File: config.mk
export PLATFORM = sky130hd
export DESIGN_NAME = usb_fs_phy_tx
export DESIGN_NICKNAME = d
export VERILOG_FILES = /design/src/rtl/usb_fs_phy_tx.sv
export SDC_FILE = /design/constraint.sdc
export NUM_CORES = 1
export LEC_CHECK = 0
export BUFFER_PORTS_ARGS = -buffer_cell sky130_fd_sc_hd__buf_2
export CAP_MARGIN = 20
export CORE_AREA = 2 2 65 67
export DETAILED_ROUTE_END_ITERATION = 16
export DIE_AREA = 0 0 67 69
export PLACE_DENSITY = 0.65
export SYNTH_ARGS = -nofsm -noshare
export SYNTH_HDL_FRONTEND = slang
export SYNTH_SLANG_ARGS = --single-unit
File: constraint.sdc
create_clock -name clk_i -period 2.7 [get_ports clk_i]
set_clock_uncertainty 0.1 [all_clocks]
set_input_delay 0.135 -clock clk_i [delete_from_list [all_inputs] [get_ports clk_i]]
set_output_delay 0.135 -clock clk_i [all_outputs]
set_load 0.02 [all_outputs]
File: src/rtl/usb_fs_phy_tx.sv
// Full-speed USB transmit PHY: UTMI byte handshake in, SYNC + LSB-first
// bit-stuffed NRZI data + EOP out on the D+/D- pads (4 clocks per bit at 48 MHz).
//
// Ports:
//   clk_i            48 MHz clock
//   rst_i            asynchronous active-high reset
//   utmi_data_out_i  byte to transmit
//   utmi_txvalid_i   host has a byte / packet in progress
//   utmi_txready_o   byte accepted this clock (combinational)
//   bus_reset_i      (only with USB_FS_TX_BUS_RESET_EN) drive SE0 while idle
//   usb_dp_o/dn_o    registered pad drive values
//   usb_oe_o         registered pad output enable
//   tx_active_o      registered, high from SYNC start to EOP end
//
// Optional feature macro: USB_FS_TX_BUS_RESET_EN
module usb_fs_phy_tx #(
    parameter int unsigned CLKS_PER_BIT = 4
) (
    input  logic       clk_i,
    input  logic       rst_i,
    input  logic [7:0] utmi_data_out_i,
    input  logic       utmi_txvalid_i,
    output logic       utmi_txready_o,
`ifdef USB_FS_TX_BUS_RESET_EN
    input  logic       bus_reset_i,
`endif
    output logic       usb_dp_o,
    output logic       usb_dn_o,
    output logic       usb_oe_o,
    output logic       tx_active_o
);

    localparam int unsigned       PHASE_W    = $clog2(CLKS_PER_BIT);
    localparam logic [PHASE_W-1:0] PHASE_LAST = PHASE_W'(CLKS_PER_BIT - 1);
    localparam logic [7:0]        SYNC_BYTE  = 8'h80;

    typedef enum logic [2:0] {
        ST_IDLE,
        ST_SYNC,
        ST_DATA,
        ST_EOP_SE0,
        ST_EOP_J
    } state_t;

    state_t              state_q, state_d;
    logic [PHASE_W-1:0]  phase_q, phase_d;
    logic [7:0]          shift_q, shift_d;
    logic [3:0]          bitcnt_q, bitcnt_d;
    logic [2:0]          stuff_q, stuff_d;
    logic                line_q, line_d;
    logic                full_q, full_d;
    logic [7:0]          hold_q, hold_d;
    logic                dp_q, dp_d, dn_q, dn_d, oe_q, oe_d, act_q, act_d;
`ifdef USB_FS_TX_BUS_RESET_EN
    logic                br_pend_q, br_pend_d;
`endif

    logic tx_fire;
    logic bit_end;
    logic start;
    logic take;
    logic data_bit;
    logic emit;
    logic emit_bit;

    assign utmi_txready_o = utmi_txvalid_i & ~full_q &
                            ((state_q == ST_SYNC) | (state_q == ST_DATA));
    assign tx_fire = utmi_txvalid_i & utmi_txready_o;
    assign bit_end = (phase_q == PHASE_LAST);

    assign usb_dp_o    = dp_q;
    assign usb_dn_o    = dn_q;
    assign usb_oe_o    = oe_q;
    assign tx_active_o = act_q;

    // Next-state, next-bit and registered-output computation
    always_comb begin
        state_d  = state_q;
        phase_d  = phase_q + PHASE_W'(1);
        shift_d  = shift_q;
        bitcnt_d = bitcnt_q;
        stuff_d  = stuff_q;
        line_d   = line_q;
        full_d   = full_q;
        hold_d   = hold_q;
        dp_d     = dp_q;
        dn_d     = dn_q;
        oe_d     = oe_q;
        act_d    = act_q;
        start    = 1'b0;
        take     = 1'b0;
        data_bit = 1'b1;
        emit     = 1'b0;
        emit_bit = 1'b1;
`ifdef USB_FS_TX_BUS_RESET_EN
        br_pend_d = br_pend_q;
`endif

        if (tx_fire) begin
            hold_d = utmi_data_out_i;
            full_d = 1'b1;
        end

        unique case (state_q)
            ST_IDLE: begin
                phase_d  = '0;
                line_d   = 1'b1;
                dp_d     = 1'b1;
                dn_d     = 1'b0;
                oe_d     = 1'b0;
                act_d    = 1'b0;
                stuff_d  = '0;
                full_d   = 1'b0;
                bitcnt_d = '0;
`ifdef USB_FS_TX_BUS_RESET_EN
                // Bus reset owns the idle line: SE0 while held, then one J bit time
                if (bus_reset_i) begin
                    dp_d      = 1'b0;
                    oe_d      = 1'b1;
                    br_pend_d = 1'b1;
                end else if (br_pend_q) begin
                    oe_d    = 1'b1;
                    phase_d = phase_q + PHASE_W'(1);
                    if (bit_end) begin
                        br_pend_d = 1'b0;
                    end
                end else begin
                    start = utmi_txvalid_i;
                end
`else
                start = utmi_txvalid_i;
`endif
                // First SYNC bit goes on the pads on the same edge the FSM leaves IDLE
                if (start) begin
                    state_d  = ST_SYNC;
                    shift_d  = {1'b0, SYNC_BYTE[7:1]};
                    bitcnt_d = 4'd1;
                    oe_d     = 1'b1;
                    act_d    = 1'b1;
                    emit     = 1'b1;
                    emit_bit = SYNC_BYTE[0];
                end
            end

            ST_SYNC, ST_DATA: begin
                if (bit_end) begin
                    if ((state_q == ST_DATA) && (stuff_q == 3'd6)) begin
                        emit     = 1'b1;
                        emit_bit = 1'b0;
                        stuff_d  = '0;
                    end else if (bitcnt_q != 4'd8) begin
                        take     = 1'b1;
                        data_bit = shift_q[0];
                        shift_d  = {1'b0, shift_q[7:1]};
                        bitcnt_d = bitcnt_q + 4'd1;
                    end else if (full_q) begin
                        take     = 1'b1;
                        data_bit = hold_q[0];
                        shift_d  = {1'b0, hold_q[7:1]};
                        bitcnt_d = 4'd1;
                        full_d   = 1'b0;
                        state_d  = ST_DATA;
                    end else if (tx_fire) begin
                        // Byte handed over exactly at the boundary goes straight to the wire
                        take     = 1'b1;
                        data_bit = utmi_data_out_i[0];
                        shift_d  = {1'b0, utmi_data_out_i[7:1]};
                        bitcnt_d = 4'd1;
                        full_d   = 1'b0;
                        state_d  = ST_DATA;
                    end else begin
                        state_d  = ST_EOP_SE0;
                        dp_d     = 1'b0;
                        dn_d     = 1'b0;
                        bitcnt_d = '0;
                    end
                    if (take) begin
                        emit     = 1'b1;
                        emit_bit = data_bit;
                        stuff_d  = data_bit ? (stuff_q + 3'd1) : 3'd0;
                    end
                end
            end

            ST_EOP_SE0: begin
                if (bit_end) begin
                    if (bitcnt_q == 4'd1) begin
                        state_d = ST_EOP_J;
                        line_d  = 1'b1;
                        dp_d    = 1'b1;
                        dn_d    = 1'b0;
                    end else begin
                        bitcnt_d = 4'd1;
                    end
                end
            end

            ST_EOP_J: begin
                if (bit_end) begin
                    state_d = ST_IDLE;
                    oe_d    = 1'b0;
                    act_d   = 1'b0;
                    stuff_d = '0;
                end
            end

            default: state_d = ST_IDLE;
        endcase

        // NRZI: a 0 toggles J/K, a 1 holds the line
        if (emit) begin
            line_d = emit_bit ? line_q : ~line_q;
            dp_d   = line_d;
            dn_d   = ~line_d;
        end
    end

    // State and output registers
    always_ff @(posedge clk_i or posedge rst_i) begin
        if (rst_i) begin
            state_q  <= ST_IDLE;
            phase_q  <= '0;
            shift_q  <= '0;
            bitcnt_q <= '0;
            stuff_q  <= '0;
            line_q   <= 1'b1;
            full_q   <= 1'b0;
            hold_q   <= '0;
            dp_q     <= 1'b1;
            dn_q     <= 1'b0;
            oe_q     <= 1'b0;
            act_q    <= 1'b0;
`ifdef USB_FS_TX_BUS_RESET_EN
            br_pend_q <= 1'b0;
`endif
        end else begin
            state_q  <= state_d;
            phase_q  <= phase_d;
            shift_q  <= shift_d;
            bitcnt_q <= bitcnt_d;
            stuff_q  <= stuff_d;
            line_q   <= line_d;
            full_q   <= full_d;
            hold_q   <= hold_d;
            dp_q     <= dp_d;
            dn_q     <= dn_d;
            oe_q     <= oe_d;
            act_q    <= act_d;
`ifdef USB_FS_TX_BUS_RESET_EN
            br_pend_q <= br_pend_d;
`endif
        end
    end

endmodule
# Word level (Yosys, flattened, before mapping)
# Index checks and enable logic that the tools add are counted.
# totals
regBits	33
input_bits	11
out_inout_bits	5
elab_cells	141
# op_classes
n_addsub	3
eq_ne	25
mux	79
bitwise_logic	7
reduce_logical	16
# op_table
operator	count
$mux 8	6
$mux 1	45
$mux 3	11
$ne 3x3->1 const B	8
$mux 4	5
$ne 2x2->1 const B	8
$pmux 8 s2	1
$pmux 3 s4	1
$pmux 4 s3	1
$pmux 1 s2	5
$reduce_and 5->1	2
$pmux 3 s3	1
$reduce_bool 3->1	3
$ne 4x4->1 const B	2
$reduce_and 8->1	1
$reduce_and 7->1	1
$eq 3x2->1 const B	2
$eq 3x3->1 const B	2
$pmux 1 s3	2
$add 4x1->4 const B	1
$eq 4x1->1 const B	1
$reduce_and 4->1	1
$reduce_bool 2->1	2
$reduce_bool 4->1	1
other kinds (13)	17

# Longest topological paths before layout
# Gate-level depths: netlist of run 1.
# logic_depth
depth_word	16
depth_mapped	9
mapped_depth_nobuf	7

# Worst setup path before layout of run 1
# Ideal clock, no wire load.
# synth_timing
kind	register -> register
from	reg bitcnt_q[0]
to	reg shift_q[0]
setup_ns	0.125
t_arrival_ns	1.993
t_required_ns	2.475
setup_slack_ns	0.483
stages_incl_launch_ff	9
path_buffers	1
synth_period_minus_slack_ns	2.217
cell_sequence	dfrtp_1 inv_1 ha_1 and3b_1 clkbuf_1 nand2_1 maj3_1 o21ai_2 mux2_2
# synth_between
elab_chain_cells	5
word_cells_on_any_way	7
classes_between	eq/ne (2); mux (4); reduce/logical (1)
# synth_rtl
item	line_no	source
from (decl)	48	logic [3:0] bitcnt_q, bitcnt_d;
from (signal assigned)	240	bitcnt_q <= bitcnt_d;
$ne 4x4->1 *	151	end else if (bitcnt_q != 4'd8) begin
$mux 8	151	
$mux 8	147	if ((state_q == ST_DATA) && (stuff_q == 3'd6)) begin
$mux 8	146	if (bit_end) begin
$pmux 8 s2	104	unique case (state_q)
to (signal assigned)	239	shift_q <= shift_d;
to (decl)	47	logic [7:0] shift_q, shift_d;
# Mark *: on every way between the ends. The rest lies on a longest branch, timed or not. The select of a mux whose other input is x is not followed.
# A chain may end at the register's enable or synchronous reset.

# Final worst setup path of run 1
# Ends and elaborated chain as after synthesis.

==> key figures, run 1 <==
Final layout
  • Nets@finish: 256
  • Multi-input logic area: 1020 um2
  • Fraction of layout cells with a size suffix above 1: 20.0%
  • Filler Cell Count: 360
  • Diode count: 0
  • Post-route design area: 2260 um2
  • Seq. cell area: 803 um2
  • Layout Cells excl Fill: 290
  • Area grow syn2layout: 17.7%

Synthesis
  • Syn Inst Count: 213
  • Mean Syn Cell Area: 9.01 um2
  • Number of flops mapped to enable cells by yosys: 0
  • Synth unique cells: 51
  • Top_reg_cell synth: dfrtp_1
  • Post-synthesis instance area: 1920 um2
  • Syn_nets: 230
  • Post-synth ARST share: 100%
  • YS warnings: 0
  • Register area share after synthesis: 41.9%
  • Number of synthesized register bits: 32

Place
  • Dpl hpwl: 2940 um
  • IO buf count: 15
  • DP Area: 2070 um2
  • RD Place Congestion: 0.819
  • Placed cell count: 274

STA
  • Setup tns final: 0 ns
  • Slew HR: 44.9%
  • Fmax: 440 MHz
  • Final Max Slew Viols: 0
  • Minimum clock period: 2.27 ns
  • Endpoints failing setup: 0
  • Slew @ Worst Pin: 0.825 ns
  • Hold Violations, Final: 0
  • Period utilization: 84.2%
  • RSZ-0062 raised after global routing: false

Routing
  • Drt wl/cell: 14.3 um
  • Antenna viol nets, final: 0
  • DRC viols: 0
  • Vias: 1604
  • Wirelength, routed: 4130 um
  • Initial DRT Pass Iterations: 4
  • Avg Vias per Cell: 5.53
  • Drt first-iter violations: 144

Worst setup path
  • Crit start category: flip-flop
  • CP arrival: 2.34 ns
  • Worst setup EP type: flip-flop
  • Req. time, crit path: 2.77 ns
  • FF-to-FF path depth: 7
  • Critical setup path kind: reg2reg
  • Worst Path Max Fanout: 7

GRT
  • GRT Residual Overflow: 0
  • Largest net degree at the start of global routing: 22
  • GRT Total Usage: 20.3%
  • Initial antenna violation count: 0
  • First-pass GRT wire length: 7160 um
  • Vias in the first global route: 1578

Power
  • Peak VDD IR: 0.000609 V
  • Cell Pwr Density: 1180 nW/um2
  • LEAKAGE: 1.05 nW

Floorplanning
  • # rows: 23
  • Starting Density: 49.0%
  • Die height: 69 um
  • Die area: 4620 um2
  • Core box area: 3910 um2
  • IO Pins: 16
  • Die Width: 67 um

CTS
  • Clk Latency, worst-skew pair: 0.28 ns
  • Setup Fix Bufs, Post-CTS: 0
  • Num CTS Buffers: 5
  • H-tree Lvls: 2
  • Clock Root Buffer: clkbuf_8
  • Clock tree from TritonCTS: built
  • Clock sink count: 32
  • Clock transition at the registers of the reported paths: 0.07 ns
  • Bufs on Longest Clock Path: 2

Status
  • Outcome: complete, no violations

Min path
  • Worst hold path depth: 3
  • Hold crit path type: in2reg

Run
  • Max capacitance violation total: 0
-- state kept, by name, summed over array words and instances, names as in the netlist --
| signal | flops |
|---|---|
| state_q | 3 |
| line_q | 1 |
| bitcnt_q | 4 |
| hold_q | 8 |
| usb_dp_o | 1 |
| shift_q | 7 |
| phase_q | 2 |
| usb_dn_o | 1 |
| stuff_q | 3 |
| tx_active_o | 1 |
| full_q | 1 |
-- cells in the final DEF, fill, tap and decap left out, types with 2 or more instances in the layout --
master and instances:
buf_4 9, o31ai_1 2, a21oi_1 9, or2_2 2, o32ai_1 2, and2_1 2
nor2b_1 3, mux2_2 7, o21ai_0 11, a31oi_1 3, nor2_1 14, nand3_1 5
o22ai_1 2, a211o_1 2, a21o_1 2, mux2i_1 10, inv_1 11, buf_2 15
o21ai_1 2, o2bb2ai_1 2, ha_1 6, a211oi_1 8, nand2_1 36, dfstp_2 2
dlygate4sd3_1 8, nand2b_1 3, clkbuf_8 5, dfrtp_1 30, nand3b_1 2
-- synth_stat cells, drive strengths merged, types with 2 or more instances --
master / number / share of area [%]
o22ai: 2 / 0.65
a21oi: 9 / 2.3
nand3: 5 / 1.3
ha: 6 / 3.9
mux2i: 10 / 5.2
a211oi: 9 / 3.8
dfstp: 2 / 2.7
nand3b: 2 / 0.78
a21o: 2 / 0.78
nor2: 14 / 2.7
o21ai: 14 / 3.8
clkbuf: 10 / 2.0
o31ai: 2 / 0.78
inv: 11 / 2.2
o32ai: 2 / 0.91
buf: 3 / 0.85
a211o: 2 / 0.91
mux2: 7 / 4.1
and2: 2 / 0.65
a31oi: 3 / 0.98
o2bb2ai: 2 / 0.91
dfrtp: 30 / 39
nand2: 36 / 7.0
nand2b: 3 / 0.98
nor2b: 3 / 0.98
or2: 2 / 0.65
-- timing repair --
action	4_1_cts	5_1_grt
hold buffers	8	0
resized for setup	0	0
endpoints found under the hold margin	25	0
-- worst max-delay path: stages, from the launching register on --
cell	delay, ns
dfrtp_1	0.43
inv_1	0.10
ha_1	0.17
and3b_1	0.21
nand2_1	0.07
maj3_1	0.36
o21ai_2	0.34
mux2_2	0.39
-- report_power, final --
part | internal [mW] | leakage, nW | switching [mW]
registers | 0.681 | 0.408 | 0.118
logic | 0.591 | 0.587 | 0.831
clock network | 0.274 | 0.0552 | 0.175
total | 1.55 | 1.05 | 1.12
-- logic make-up after synthesis --
group,count (synthesis),share of synthesized area (%)
AND/OR/NAND/NOR,76,18.9
AO/OA/AOI/OAI,55,19.8
flip-flops,32,41.9
buffers and inverters,25,5.15
multiplexers,17,9.33
adder cells (fa/ha/maj),7,4.44
XOR/XNOR,1,0.457
-- per-layer routing --
layer	up-vias	GRT usage (%)	part of all wire, %
met5	-	0	0
met4	0	8.16	1.1
met3	4	6.04	6.1
met2	43	30.1	46
met1	750	27.4	47
li1	807	-	-
-- final timing paths --
| check | start | to | slack, ns |
|---|---|---|---|
| max in group asynchronous | rst_i | bitcnt_q[0] | 1.36 |
| min in group asynchronous | rst_i | hold_q[6] | 0.46 |
| worst min-delay path | utmi_data_out_i[0] | hold_q[0] | 0.04 |
| worst min register to register | phase_q[0] | phase_q[0] | 0.33 |
| worst max-delay path | bitcnt_q[0] | shift_q[0] | 0.43 |
| worst max register to register | bitcnt_q[0] | shift_q[0] | 0.43 |
-- stage by stage --
stage               hold slack (ns)  worst slack (ns)  power, mW  utilization [%]
finish                       0.0383             0.428       2.67             57.7
floorplan                     0.140             0.483       1.86                -
global placement              0.230             0.490       2.19             52.9
detailed placement            0.226             0.452       2.21             52.9
global route                 0.0819             0.277       2.89             57.7
CTS                          0.0385             0.411       2.68             57.7
-- final cells by class --
class | instances | area share (%)
tap | 50 | 2.77
timing repair buffer | 32 | 9.87
sequential | 32 | 35.6
clock inverter | 2 | 1.55
inverter | 12 | 2.00
clock buffer | 6 | 3.22
multi-input combinational | 156 | 45.0
Power figures use the tool's default switching activity.
==> inputs of run 2 (changes only) <==
Clock period 2.7 ns to 2.2 ns, I/O delays scaled along.
==> key figures, run 2 (synthesis gave the netlist of run 1 again) <==
Power
  • Overall power: 3.45 mW (+29%)
  • Cell Pwr Density: 1490 nW/um2 (+26%)
  • Peak VDD IR: 0.000721 V (+19%)
  • LEAKAGE: 1.08 nW (+3.0%)

Final layout
  • Top Registers: hold_q x8, shift_q x7, bitcnt_q x4
  • Most frequent cells in the layout: 36 x nand2_1, 30 x dfrtp_1, 15 x buf_2, 15 x buf_4, 14 x nor2_1
  • Area grow syn2layout: 20.9%
  • Fraction of layout cells with a size suffix above 1: 23.2% (+3.2 points)
  • Max FFs per register: 8 (unchanged)
  • Most common cell after layout, fill and taps aside: nand2_1
  • Nets@finish: 262 (+2.3%)
  • Biggest register: hold_q
  • Seq. cell area: 803 um2 (unchanged)
  • Post-route design area: 2320 um2 (+2.8%)
  • Multi-input logic area: 1030 um2 (+1.4%)
  • Layout Cells excl Fill: 296 (+2.1%)
  • Filler Cell Count: 374 (+3.9%)
  • Final core utilization: 59.3% (+1.6 points)
  • Diode count: 0 (unchanged)

Min path
  • Hold crit path type: in2reg
  • Hold endpoint: hold_q[0]
  • Worst hold path depth: 3 (unchanged)
  • Hold Crit Start: utmi_data_out_i[0]

Place
  • Setup WS pre-CTS: 0.0822 ns (-0.369 ns)
  • Dpl hpwl: 2880 um (-2.3%)
  • DP Area: 2110 um2 (+2.2%)
  • IO buf count: 15 (unchanged)
  • Placed cell count: 279 (+1.8%)
  • RD Place Congestion: 0.864 (+5.6%)

Floorplanning
  • IO Pins: 16 (unchanged)
  • Die area: 4620 um2 (unchanged)
  • # rows: 23 (unchanged)
  • Core box area: 3910 um2 (unchanged)
  • Die height: 69 um (unchanged)
  • Die Width: 67 um (unchanged)
  • Starting Density: 49.0% (unchanged)

GRT
  • Vias in the first global route: 1596 (+1.1%)
  • GRT Total Usage: 20.8% (+0.57 points)
  • GRT Residual Overflow: 0 (unchanged)
  • Largest net degree at the start of global routing: 33 (+50%)
  • Initial antenna violation count: 0 (unchanged)
  • First-pass GRT wire length: 7410 um (+3.5%)

CTS
  • Clock tree from TritonCTS: built
  • H-tree Lvls: 2 (unchanged)
  • Num CTS Buffers: 5 (unchanged)
  • Clk Latency, worst-skew pair: 0.28 ns (about the same)
  • Bufs on Longest Clock Path: 2 (unchanged)
  • Clock sink count: 32 (unchanged)
  • Clock Root Buffer: clkbuf_8
  • Clock transition at the registers of the reported paths: 0.07 ns (about the same)

STA
  • Slew HR: 67.9% (+23 points)
  • Fmax: 478 MHz (+8.6%)
  • Endpoints failing setup: 0 (unchanged)
  • Minimum clock period: 2.09 ns (-0.180 ns)
  • Hold Violations, Final: 0 (unchanged)
  • Slew @ Worst Pin: 0.480 ns (-0.345 ns)
  • RSZ-0062 raised after global routing: true
  • Setup tns final: 0 ns (unchanged)
  • Hold Slack: 0.0311 ns (-0.00723 ns)
  • Period utilization: 95.1% (+11 points)
  • Final Max Slew Viols: 0 (unchanged)
  • Worst setup margin: 0.108 ns (-0.320 ns)

Worst setup path
  • CP Buf/Inv Count: 1 (unchanged)
  • FF-to-FF Start: bitcnt_q[1]
  • Crit-path leading delay family: adder cells
  • CP arrival: 2.16 ns (-0.18 ns)
  • Worst path slowest cell: dfrtp_1
  • R2R Setup Slk: 0.11 ns (-0.32 ns)
  • Worst path max stage delay: 0.41 ns (-0.02 ns)
  • Reg2Reg Capture Point: shift_q[4]
  • Worst setup EP type: flip-flop
  • Worst Path Max Fanout: 7 (unchanged)
  • FF-to-FF path depth: 7 (unchanged)
  • Req. time, crit path: 2.27 ns (-0.50 ns)
  • Critical setup path kind: reg2reg
  • CP Cell Sequence: inv_1 -> ha_1 -> and3b_1 -> nand2_1 -> maj3_2 -> o21ai_4 -> mux2_2
  • Crit start category: flip-flop

Routing
  • Wirelength, routed: 4170 um (+0.75%)
  • Vias: 1617 (+0.81%)
  • Avg Vias per Cell: 5.46 (-1.2%)
  • Drt first-iter violations: 116 (-19%)
  • Initial DRT Pass Iterations: 4 (unchanged)
  • Drt wl/cell: 14.1 um (-1.3%)
  • Antenna viol nets, final: 0 (unchanged)
  • DRC viols: 0 (unchanged)

Run
  • Max capacitance violation total: 0 (unchanged)

Status
  • Outcome: complete, no violations
-- run 2: cell types whose count changed in the layout (fill, tap and decap cells not counted), sizes merged --
cell	change
clkinvlp	+1
clkinv	-1
buf	+6
-- run 2: cell type report --
| class | count | share of cell area, % |
|---|---|---|
| inverter | 12 | 2.10 |
| multi-input combinational | 156 | 44.4 |
| clock inverter | 2 | 1.51 |
| tap | 50 | 2.70 |
| clock buffer | 6 | 3.13 |
| sequential | 32 | 34.6 |
| timing repair buffer | 38 | 11.5 |
-- run 2: repair_timing --
item                                    in CTS  in global routing
gates resized for setup                      0                  3
buffers inserted                             0                  1
endpoints found under the hold margin       37                  0
endpoints found under the setup margin       0                 11
hold buffers                                 8                  0
-- run 2: layer usage --
layer / wire, um / share of wire (%) / track usage, %
met1: 1930 / 46 / 28.5
met2: 2010 / 48 / 31.6
met3: 177 / 4.2 / 4.89
met4: 50 / 1.2 / 8.16
met5: 0 / 0 / 0
-- run 2: report_power, final --
part           internal, mW  total (mW)  switching [mW]
Combinational         0.852        1.93            1.08
Sequential            0.836       0.962           0.126
Clock                 0.336       0.558           0.222
Total                  2.02        3.45            1.43
-- run 2: how the worst max path moves through the flow --
| stage | startpoint | to | slack [ns] | depth (start not counted) |
|---|---|---|---|---|
| floorplan | bitcnt_q[0] | shift_q[0] | 0.02 | 8 |
| global placement | bitcnt_q[1] | shift_q[2] | 0.10 | 7 |
| detailed placement | bitcnt_q[1] | shift_q[4] | 0.08 | 7 |
| CTS | bitcnt_q[1] | shift_q[4] | 0.06 | 7 |
| global route | bitcnt_q[1] | usb_dn_o | -0.02 | 8 |
| finish | bitcnt_q[1] | shift_q[4] | 0.11 | 7 |
-- run 2: tightest hold or removal path: cells and delay by family --
family	cells	cell delay (ns)
compound gates	1	0.09
buf+inv	2	0.17
==> inputs of run 3 (changes only) <==
Settings changed: CORE_AREA 2 2 65 67 to 2 2 64 66, DIE_AREA 0 0 67 69 to 0 0 66 68, PLACE_DENSITY 0.65 to 0.66.
==> key figures, run 3 (synthesis gave the netlist of run 1 again) <==
GRT
  • Largest net degree at the start of global routing: 33 (unchanged)
  • Vias in the first global route: 1621 (+1.6%)
  • Initial antenna violation count: 0 (unchanged)
  • First-pass GRT wire length: 7250 um (-2.1%)
  • GRT Total Usage: 21.5% (+0.61 points)
  • GRT Residual Overflow: 0 (unchanged)

Floorplanning
  • # rows: 23 (unchanged)
  • Die Width: 66 um (-1.5%)
  • Die area: 4490 um2 (-2.9%)
  • Die height: 68 um (-1.4%)
  • Core box area: 3860 um2 (-1.5%)
  • Starting Density: 49.7% (+0.73 points)
  • IO Pins: 16 (unchanged)

Worst setup path
  • Req. time, crit path: 2.27 ns (about the same)
  • CP arrival: 2.19 ns (+0.03 ns)
  • FF-to-FF Start: bitcnt_q[0]
  • Worst path slowest cell: dfrtp_1
  • Worst path max stage delay: 0.40 ns (about the same)
  • FF-to-FF path depth: 8 (+1)
  • Worst setup EP type: flip-flop
  • CP Buf/Inv Count: 2 (+1)
  • CP Cell Sequence: inv_1 -> ha_2 -> and3b_2 -> nand2_1 -> maj3_2 -> o21ai_4 -> buf_12 -> mux2_2
  • Crit start category: flip-flop
  • R2R Setup Slk: 0.08 ns (-0.03 ns)
  • Worst Path Max Fanout: 7 (unchanged)
  • Crit-path leading delay family: adder cells
  • Critical setup path kind: reg2reg
  • Reg2Reg Capture Point: shift_q[3]

Routing
  • Drt wl/cell: 14.5 um (+2.7%)
  • Vias: 1637 (+1.2%)
  • Wirelength, routed: 4280 um (+2.7%)
  • Initial DRT Pass Iterations: 4 (unchanged)
  • Antenna viol nets, final: 0 (unchanged)
  • DRC viols: 0 (unchanged)
  • Drt first-iter violations: 80 (-31%)
  • Avg Vias per Cell: 5.53 (+1.2%)

STA
  • Slew HR: 68.2% (+0.36 points)
  • RSZ-0062 raised after global routing: false
  • Minimum clock period: 2.12 ns (+0.0287 ns)
  • Fmax: 472 MHz (-1.4%)
  • Period utilization: 96.4% (+1.3 points)
  • Worst setup margin: 0.0793 ns (-0.0287 ns)
  • Setup tns final: 0 ns (unchanged)
  • Endpoints failing setup: 0 (unchanged)
  • Slew @ Worst Pin: 0.475 ns (-0.00488 ns)
  • Final Max Slew Viols: 0 (unchanged)
  • Hold Violations, Final: 0 (unchanged)

Final layout
  • Top Registers: hold_q x8, shift_q x7, bitcnt_q x4
  • Diode count: 0 (unchanged)
  • Seq. cell area: 803 um2 (unchanged)
  • Most frequent cells in the layout: 36 x nand2_1, 30 x dfrtp_1, 15 x buf_2
  • Most common cell after layout, fill and taps aside: nand2_1
  • Nets@finish: 262 (unchanged)
  • Fraction of layout cells with a size suffix above 1: 24.8% (+1.6 points)
  • Filler Cell Count: 348 (-7.0%)
  • Max FFs per register: 8 (unchanged)
  • Biggest register: hold_q
  • Area grow syn2layout: 23.6%
  • Multi-input logic area: 1050 um2 (+1.8%)

Run
  • Max capacitance violation total: 0 (unchanged)

CTS
  • Clock tree from TritonCTS: built
  • H-tree Lvls: 2 (unchanged)
  • Num CTS Buffers: 5 (unchanged)
  • Clk Latency, worst-skew pair: 0.29 ns (about the same)
  • Bufs on Longest Clock Path: 2 (unchanged)
  • Clock transition at the registers of the reported paths: 0.07 ns (about the same)
  • Clock Root Buffer: clkbuf_8
  • Clock sink count: 32 (unchanged)

Power
  • Cell Pwr Density: 1530 nW/um2 (+2.7%)
  • LEAKAGE: 1.11 nW (+3.1%)
  • Peak VDD IR: 0.000872 V (+21%)

Place
  • IO buf count: 15 (unchanged)
  • Dpl hpwl: 2810 um (-2.3%)
  • RD Place Congestion: 0.806 (-6.8%)
  • Setup WS pre-CTS: 0.0534 ns (-0.0288 ns)

Status
  • Outcome: complete, no violations

Min path
  • Hold endpoint: hold_q[0]
  • Hold crit path type: in2reg
  • Hold Crit Start: utmi_data_out_i[0]
  • Worst hold path depth: 3 (unchanged)
run 3: cell count changes in the layout (fill, tap and decap cells not counted), sizes merged:
cell / before / now
clkinvlp: 1 / 0
clkbuf: 6 / 7
run 3: final cells by class:
type | count | area share (%)
flip-flops and latches | 32 | 33.9
clock inverters | 1 | 1.27
inverters | 12 | 1.95
repair buffers | 38 | 12.0
multi-input cells | 156 | 44.2
clock buffers | 7 | 4.06
well taps | 50 | 2.64
run 3: what timing repair did:
item | in CTS | in global routing
buffers inserted | 0 | 2
endpoints found under the hold margin | 37 | 0
pin swaps | 0 | 1
hold buffers | 8 | 0
cloned | 0 | 0
endpoints found under the setup margin | 1 | 12
gates resized for setup | 1 | 10
run 3: metrics by stage:
step / hold WS (ns) / instance area [um2] / std cells / utilization (%) / total power [mW]
final: 0.0389 / 2370 / 296 / 61.5 / 3.62
after global routing: 0.0620 / 2370 / 296 / 61.5 / 3.90
after CTS: 0.0344 / 2310 / 294 / 60.0 / 3.50
after detailed placement: 0.127 / 2110 / 278 / 54.6 / 2.83
after global placement: 0.119 / 2110 / 278 / 54.6 / 2.81
after floorplan: 0.115 / 1930 / 213 / - / 2.30
run 3: how the worst max path moves through the flow:
stage	start	endpoint	slack [ns]	cells past startpoint
after floorplan	bitcnt_q[0]	shift_q[0]	0.02	8
after global placement	bitcnt_q[1]	shift_q[2]	0.12	7
after detailed placement	bitcnt_q[1]	shift_q[5]	0.05	7
after CTS	bitcnt_q[1]	shift_q[6]	0.01	7
after global routing	bitcnt_q[0]	shift_q[1]	0.01	8
final	bitcnt_q[0]	shift_q[3]	0.08	8
run 3: metal layers:
metal / vias up / GRT usage [%] / wire [um]
li1: 815 / - / -
met1: 753 / 26.8 / 1970
met2: 54 / 35.9 / 2020
met3: 15 / 4.28 / 185
met4: 0 / 10.2 / 95
met5: - / 0 / 0
run 3: where the power goes:
part	total, mW	switching (mW)	internal [mW]
combinational	2.02	1.10	0.916
sequential	0.978	0.142	0.836
clock	0.625	0.225	0.400
total	3.62	1.47	2.15
run 3: worst register-to-register path, cell delays in order, from the launching register on:
cell     delay (ns)
dfrtp_1        0.40
inv_1          0.08
ha_2           0.18
and3b_2        0.21
nand2_1        0.07
maj3_2         0.33
o21ai_4        0.17
buf_12         0.14
mux2_2         0.33
